### src/rtl/fm_ycbcr_ctrl.sv
// Pixel sequencer around csc_top: stage0 capture, sync/RGB delay line matched to the CSC, RGB/444/422 output formatting.
// Optional colour-bar source enabled by defining FM_YCBCR_CTRL_PATTERN_EN.
module fm_ycbcr_ctrl #(
    parameter int CSC_LAT   = 3,
    parameter int UF_W      = 16,
    parameter int BAR_SHIFT = 7
) (
    input  logic            clk_v,
    input  logic            rst,
    input  logic [1:0]      i_cfg_mode,
    input  logic            i_cfg_wr,
    input  logic            i_cfg_pat,
    input  logic            i_uf_clr,
    input  logic            i_de,
    input  logic            i_hsync,
    input  logic            i_vsync,
    input  logic            i_pix_valid,
    input  logic [7:0]      i_r,
    input  logic [7:0]      i_g,
    input  logic [7:0]      i_b,
    output logic            o_pix_ack,
    output logic [7:0]      o_csc_r,
    output logic [7:0]      o_csc_g,
    output logic [7:0]      o_csc_b,
    input  logic [7:0]      i_csc_y,
    input  logic [7:0]      i_csc_cb,
    input  logic [7:0]      i_csc_cr,
    output logic            o_de,
    output logic            o_hsync,
    output logic            o_vsync,
    output logic [7:0]      o_d0,
    output logic [7:0]      o_d1,
    output logic [7:0]      o_d2,
    output logic [UF_W-1:0] o_uf_cnt,
    output logic [1:0]      o_mode
);
    localparam int DW = 27;
    localparam logic [1:0] MODE_RGB = 2'd0;
    localparam logic [1:0] MODE_444 = 2'd1;
    localparam logic [1:0] MODE_422 = 2'd2;

    logic            de0_q, de0_d, hs0_q, hs0_d, vs0_q, vs0_d;
    logic [23:0]     pix0_q, pix0_d;
    logic [DW-1:0]   dl_q [CSC_LAT];
    logic [DW-1:0]   dl_d [CSC_LAT];
    logic [1:0]      mode_q, mode_d, pend_q, pend_d;
    logic            phase_q, phase_d;
    logic [UF_W-1:0] uf_q, uf_d;
    logic            de_out_q, de_out_d, hs_out_q, hs_out_d, vs_out_q, vs_out_d;
    logic [7:0]      d0_q, d0_d, d1_q, d1_d, d2_q, d2_d;
    logic            pat_on;
    logic [23:0]     bar_rgb;
    logic            tap_de, tap_hs, tap_vs;
    logic [23:0]     tap_pix;

`ifdef FM_YCBCR_CTRL_PATTERN_EN
    logic [11:0] x_q, x_d;
    logic [2:0]  bar_idx;

    assign pat_on  = i_cfg_pat;
    assign bar_idx = x_q[BAR_SHIFT+2:BAR_SHIFT];

    always_comb begin
        x_d = i_de ? x_q + 12'd1 : 12'd0;
        case (bar_idx)
            3'd0:    bar_rgb = 24'hFFFFFF;
            3'd1:    bar_rgb = 24'hFFFF00;
            3'd2:    bar_rgb = 24'h00FFFF;
            3'd3:    bar_rgb = 24'h00FF00;
            3'd4:    bar_rgb = 24'hFF00FF;
            3'd5:    bar_rgb = 24'hFF0000;
            3'd6:    bar_rgb = 24'h0000FF;
            default: bar_rgb = 24'h000000;
        endcase
    end

    always_ff @(posedge clk_v) begin
        if (rst) begin
            x_q <= '0;
        end else begin
            x_q <= x_d;
        end
    end
`else
    // Pattern source not built: the enable is deliberately masked off.
    assign pat_on  = i_cfg_pat & 1'b0;
    assign bar_rgb = '0;
`endif

    assign o_pix_ack = i_de & i_pix_valid & ~pat_on & ~rst;
    assign {tap_de, tap_hs, tap_vs, tap_pix} = dl_q[CSC_LAT-1];

    always_comb begin
        de0_d = i_de;
        hs0_d = i_hsync;
        vs0_d = i_vsync;
        if (!i_de) begin
            pix0_d = '0;
        end else if (pat_on) begin
            pix0_d = bar_rgb;
        end else if (i_pix_valid) begin
            pix0_d = {i_r, i_g, i_b};
        end else begin
            pix0_d = '0;
        end

        uf_d = uf_q;
        if (i_uf_clr) begin
            uf_d = '0;
        end else if (i_de && !i_pix_valid && !pat_on && !(&uf_q)) begin
            uf_d = uf_q + 1'b1;
        end

        // Mode 3 is stored as 1; a write coinciding with the vsync edge goes live directly.
        pend_d = pend_q;
        if (i_cfg_wr) begin
            pend_d = (i_cfg_mode == 2'd3) ? MODE_444 : i_cfg_mode;
        end
        mode_d = (i_vsync && !vs0_q) ? pend_d : mode_q;

        dl_d[0] = {de0_q, hs0_q, vs0_q, pix0_q};
        for (int i = 1; i < CSC_LAT; i++) begin
            dl_d[i] = dl_q[i-1];
        end
    end

    always_comb begin
        phase_d  = tap_de ? ~phase_q : 1'b0;
        de_out_d = tap_de;
        hs_out_d = tap_hs;
        vs_out_d = tap_vs;
        d0_d     = 8'h00;
        d1_d     = 8'h00;
        d2_d     = 8'h00;
        if (tap_de) begin
            case (mode_q)
                MODE_RGB: begin
                    d0_d = tap_pix[23:16];
                    d1_d = tap_pix[15:8];
                    d2_d = tap_pix[7:0];
                end
                MODE_422: begin
                    d0_d = i_csc_y;
                    d1_d = phase_q ? i_csc_cr : i_csc_cb;
                    d2_d = 8'h00;
                end
                default: begin
                    d0_d = i_csc_y;
                    d1_d = i_csc_cb;
                    d2_d = i_csc_cr;
                end
            endcase
        end else begin
            case (mode_q)
                MODE_RGB: begin
                    d0_d = 8'h00;
                    d1_d = 8'h00;
                    d2_d = 8'h00;
                end
                MODE_422: begin
                    d0_d = 8'h10;
                    d1_d = 8'h80;
                    d2_d = 8'h00;
                end
                default: begin
                    d0_d = 8'h10;
                    d1_d = 8'h80;
                    d2_d = 8'h80;
                end
            endcase
        end
    end

    always_ff @(posedge clk_v) begin
        if (rst) begin
            de0_q    <= 1'b0;
            hs0_q    <= 1'b0;
            vs0_q    <= 1'b0;
            pix0_q   <= '0;
            for (int i = 0; i < CSC_LAT; i++) begin
                dl_q[i] <= '0;
            end
            mode_q   <= MODE_444;
            pend_q   <= MODE_444;
            phase_q  <= 1'b0;
            uf_q     <= '0;
            de_out_q <= 1'b0;
            hs_out_q <= 1'b0;
            vs_out_q <= 1'b0;
            d0_q     <= '0;
            d1_q     <= '0;
            d2_q     <= '0;
        end else begin
            de0_q    <= de0_d;
            hs0_q    <= hs0_d;
            vs0_q    <= vs0_d;
            pix0_q   <= pix0_d;
            for (int i = 0; i < CSC_LAT; i++) begin
                dl_q[i] <= dl_d[i];
            end
            mode_q   <= mode_d;
            pend_q   <= pend_d;
            phase_q  <= phase_d;
            uf_q     <= uf_d;
            de_out_q <= de_out_d;
            hs_out_q <= hs_out_d;
            vs_out_q <= vs_out_d;
            d0_q     <= d0_d;
            d1_q     <= d1_d;
            d2_q     <= d2_d;
        end
    end

    assign o_csc_r  = pix0_q[23:16];
    assign o_csc_g  = pix0_q[15:8];
    assign o_csc_b  = pix0_q[7:0];
    assign o_de     = de_out_q;
    assign o_hsync  = hs_out_q;
    assign o_vsync  = vs_out_q;
    assign o_d0     = d0_q;
    assign o_d1     = d1_q;
    assign o_d2     = d2_q;
    assign o_uf_cnt = uf_q;
    assign o_mode   = mode_q;
endmodule
### config.mk
export PLATFORM = sky130hd
export DESIGN_NAME = fm_ycbcr_ctrl
export DESIGN_NICKNAME = d
export VERILOG_FILES = /design/src/rtl/fm_ycbcr_ctrl.sv
export SDC_FILE = /design/constraint.sdc
export NUM_CORES = 1
export LEC_CHECK = 0
export ABC_CLOCK_PERIOD_IN_PS = 4100
export CAP_MARGIN = 20
export CORE_ASPECT_RATIO = 1.5
export CORE_UTILIZATION = 52
export CTS_CLUSTER_SIZE = 16
export DETAILED_ROUTE_END_ITERATION = 7
export PLACE_DENSITY = 0.87
export SYNTH_ARGS = -nofsm -noshare
export SYNTH_HDL_FRONTEND = slang
export SYNTH_SLANG_ARGS = --single-unit
### constraint.sdc
create_clock -name clk_v -period 4.1 [get_ports clk_v]
set_input_delay 0.82 -clock clk_v [delete_from_list [all_inputs] [get_ports clk_v]]
set_output_delay 0.82 -clock clk_v [all_outputs]
set_load 0.02 [all_outputs]
-- After elaboration in Yosys (flattened, before gate mapping)
Memory sizes are Yosys's and may differ from the RTL's.
Cells that the tools add are included.
- add/sub/neg operators: 1
- equality and inequality tests: 2
- muxes and demuxes: 18
- bitwise logic cells: 10
- reduce and logical (&&, ||, !) cells: 12
- operators with widths (kind ; count):
    two-way mux 27 bit ; 3
    two-way mux 8 bit ; 7
    one-hot mux 8 bit (2 select lines) ; 2
    adder 16 x 1 -> 16 bit, second input constant ; 1
    AND reduction 16 bit ; 1
    OR reduction 2 bit ; 3
    two-way mux 5 bit ; 1
    NOT 1 bit ; 5
    == test 2 bit, second input constant ; 2
    two-way mux 2 bit ; 2
    logical AND 1 bit ; 3
    logical NOT 1 bit ; 3
    two-way mux 1 bit ; 3
    bitwise OR 1 bit ; 3
    OR reduction 3 bit ; 1
    bitwise AND 1 bit ; 2
    logical NOT 2 bit ; 1
- register bits: 75
- memory bits (writable): 81
- bits of input ports: 59
- memories kept: 1
- memories (name ; words ; width ; rd ports ; clocked after memory_dff ; wr ports ; RTL line ; source):
    dl_q ; 3 ; 27 ; 3 ; 0 ; 3 ; 44 ; logic [DW-1:0] dl_q [CSC_LAT];

-- Depth between registers and ports, before layout
- depth after elaboration: 4
- depth in mapped cells: 6
- gate-level depth less buffers: 5

-- Worst setup path after synthesis
No wires, ideal clock.
- kind: input to output
- start point: input i_de
- end point: output o_pix_ack
- arrival: 1572 ps
- data required time: 3280 ps
- path slack: 1708 ps
- stages on the path: 3
- path buffers: 1
- path through: nor2b_1 -> clkbuf_1 -> and2_1
- word-level cells in the longest chain between the ends: 2
- RTL lines (item ; RTL line ; source):
    from (decl) ; 14 ; input logic i_de,
    bitwise AND 1 bit (2 in series) ; 90 ; assign o_pix_ack = i_de & i_pix_valid & ~pat_on & ~rst;
    to (decl) ; 21 ; output logic o_pix_ack,
Every way passes these cells.

-- Final worst setup path
Ends and elaborated chain as after synthesis.

==> results.yml <==
sta:
  worst_pin_slew_ps: 997.3
  rsz0062_at_grt: "false"
  finalHoldViolations: 0
  setup_viol: 0
  fin_ws_ps: 909.3
  max_clock_freq_ghz: 0.3134
  post-route-period-util: 0.7782
  finalCriticalPeriod_ps: 3191
  drv_slew: 0
  fin_tns_setup_ps: 0
  relSlewSlack: 0.3327
  clock_skew_ps: 6.513
synth:
  synth_compound_area_frac: 0.07967
  synth_top_area_frac: 0.6157
  synth_top_area_cell: "dfxtp_1"
  synth_xor_area_frac: 0
  synth.avg_cell_area_sq_um: 10.31
  ys_top_cells_by_area: "dfxtp_1, nor2b_1, and3_1, buf_4, a21oi_1"
  yosys.cell_types.count: 38
  synthAdderAreaFrac: 0.002467
  synth_edf_count: 0
  async_flop_share: 0
  yosys_warnings: 0
  syn-num-nets: 552
  ys_ff_latch: 156
  synth.area.mux_share: 0.005920
  seq_area_frac_synth: 0.6157
  netlist_instances: 492
  synthFlopType: "dfxtp_1"
  synth_top_family_by_area: "simple AND/OR/NAND/NOR gates"
  syn-cell-area_sq_um: 5072
  yosys.area_share.simple: 0.2385
final_layout:
  drive_gt1_frac: 0.07096
  nNetsFinal: 653
  diodes: 0
  syn_to_final_growth_pct: 35.10
power_and_ir_drop:
  p_comb_frac: 0.049
  p_seq_frac: 0.470
  powerDensity_nw_per_um2: 481.8
  p_sw_uw: 702.0
  p_clk_frac: 0.480
  swShare: 0.2126
  peakVddDrop_uv: 426.2
  intPower_uw: 2599
  p_leak_uw: 0.002677
detailed_routing:
  num_vias: 3585
  drt_iter0_drc: 193
  vias_per_cell: 4.993
  drtPass1Iterations: 7
  antenna_left: 0
  drc_errors: 0
  wl_um: 9714
  post_drt_wl_per_cell_um: 13.53
placement:
  port_buffers: 127
  place.gp.congestion: 0.7642
  post-place-ws_ps: 895.3
  hpwlAfterDp_um: 6624
critical_path:
  cp_max_fo: 5
  cp_data_required_time_ps: 3280
  worstSetupPathType: "in2out"
  endpoint_kind: "output port"
  regToRegSetupSlack_ps: 2070
  arrival_ps: 2370
  start_kind: "primary input"
min_path:
  hp-class: "reg2reg"
clocking:
  cts_setup_buffers: 0
  clk_path_buf_depth: 2
  cts_sinks: 156
  insertion_delay_ps: 410
  cts_resized: 0
  h-tree-depth: 4
  clock-root-buffer: "clkbuf_16"
  cts_buffers: 17
  cts_tree: "built"
  holdBufCountCts: 0
  clk_pin_slew_ps: 60
floorplanning:
  initial_utilization: 0.5418
  io_pins: 129
  fp.dieH_um: 123.0
  core.rowCount: 43
  die_w_um: 82.64
  core_sq_um: 9361
  die-area_sq_um: 10160
global_route:
  track_usage: 0.2022
  grt_overflow_total: 0
  grt_max_degree: 96
  antenna_found_initial: 0
  grt_pass1_vias: 3457
  grt_pass1_wl_um: 15210
run_status:
  status: "completed"
run:
  max_cap_viol_count: 0
-- stage by stage --
| stage | instances | util | hold WS [ps] | total power (uW) | instance area [sq um] |
|---|---|---|---|---|---|
| finish | 718 | 0.7320 | 432.4 | 3301 | 6853 |
| global route | 718 | 0.7320 | 447.3 | 3410 | 6853 |
| CTS | 718 | 0.7320 | 434.9 | 3325 | 6853 |
| detailed placement | 686 | 0.6667 | 420.4 | 1748 | 6241 |
| global placement | 685 | 0.6659 | 419.3 | 1743 | 6233 |
| floorplan | 492 | - | 413.8 | 1663 | 5072 |
-- worst max-delay path: stages --
cell             delay [ps]
clkdlybuf4s50_1         570
nor2b_1                 230
and2_1                  150
clkdlybuf4s50_1         600
-- cells in the mapped netlist, types with 2 or more instances --
cell,count
nor2_1,17
nor3_1,3
inv_1,4
nand2_1,25
nand2b_1,4
nor4_1,2
and3_1,29
buf_4,24
a21oi_1,28
or3_1,10
o21ai_0,25
a22oi_1,7
clkbuf_1,25
nand3b_1,6
nand4_1,5
o22ai_1,3
a31oi_1,3
dfxtp_1,156
or4_1,4
nand3_1,4
mux2i_1,3
nor2b_1,89
-- final cells by class --
class | instances | area, sq um
Tap cell | 112 | 140.1
Inverter | 5 | 18.77
Fill cell | 652 | 2509
Multi-Input combinational cell | 282 | 1663
Clock inverter | 15 | 186.4
Clock buffer | 17 | 425.4
Sequential cell | 156 | 3123
Timing Repair Buffer | 131 | 1296
-- registers in the layout, summed over array words and instances, names as in the netlist --
signal and count:
hs0_q 1, o_vsync 1, pix0_q 24, dl_q 81, o_de 1, o_uf_cnt 16, phase_q 1, pend_q 2
o_d0 8, o_d2 8, o_d1 8, vs0_q 1, o_hsync 1, de0_q 1, o_mode 2
-- placed cells by master (no fill, tap or decap), types with 2 or more instances in the layout --
cell type        count
nand2b_1             4
dfxtp_1            156
o21ai_0             25
mux2i_1              3
nor2_1              17
nor2b_1             89
a31oi_1              3
o22ai_1              3
a21oi_1             28
inv_1                4
nand3_1              4
nand2_1             25
nand4_1              5
nor3_1               3
inv_6                4
clkinvlp_4           3
clkdlybuf4s50_1    126
or4_1                4
nand3b_1             6
clkinv_2             2
a22oi_1              7
buf_4                4
and3_1              29
bufinv_16            3
or3_1               10
clkbuf_16           17
clkinv_4             2
-- layer usage --
layer	GRT usage	vias up	share of wire
met1	0.2077	1579	0.37
li1	-	1821	-
met3	0.07970	16	0.085
met4	0.1110	0	0.018
met5	0	-	0
met2	0.3432	169	0.52
-- cells by family after synthesis --
family	after synthesis
flip-flops	156
AND/OR/NAND/NOR	206
AO/OA/AOI/OAI	72
adder cells (fa/ha/maj)	1
buffers and inverters	54
multiplexers	3
-- power by group through the flow --
| stage | clock network [uW] | registers [uW] | logic (uW) |
|---|---|---|---|
| 2_1_floorplan | 0 | 1590 | 76.1 |
| 3_3_place_gp | 0 | 1590 | 158 |
| 3_5_place_dp | 0 | 1590 | 162 |
| 4_1_cts | 1610 | 1550 | 164 |
| 5_1_grt | 1680 | 1550 | 177 |
| 6_report | 1590 | 1550 | 163 |
-- final timing paths --
kind | from | end | cells past startpoint
worst max-delay path | i_de | o_pix_ack | 4
worst min register to register | dl_q[0][22] | dl_q[0][49] | 1
worst min-delay path | dl_q[0][22] | dl_q[0][49] | 1
worst max register to register | o_uf_cnt[0] | o_uf_cnt[11] | 6
(Power assumes the default switching activity.)
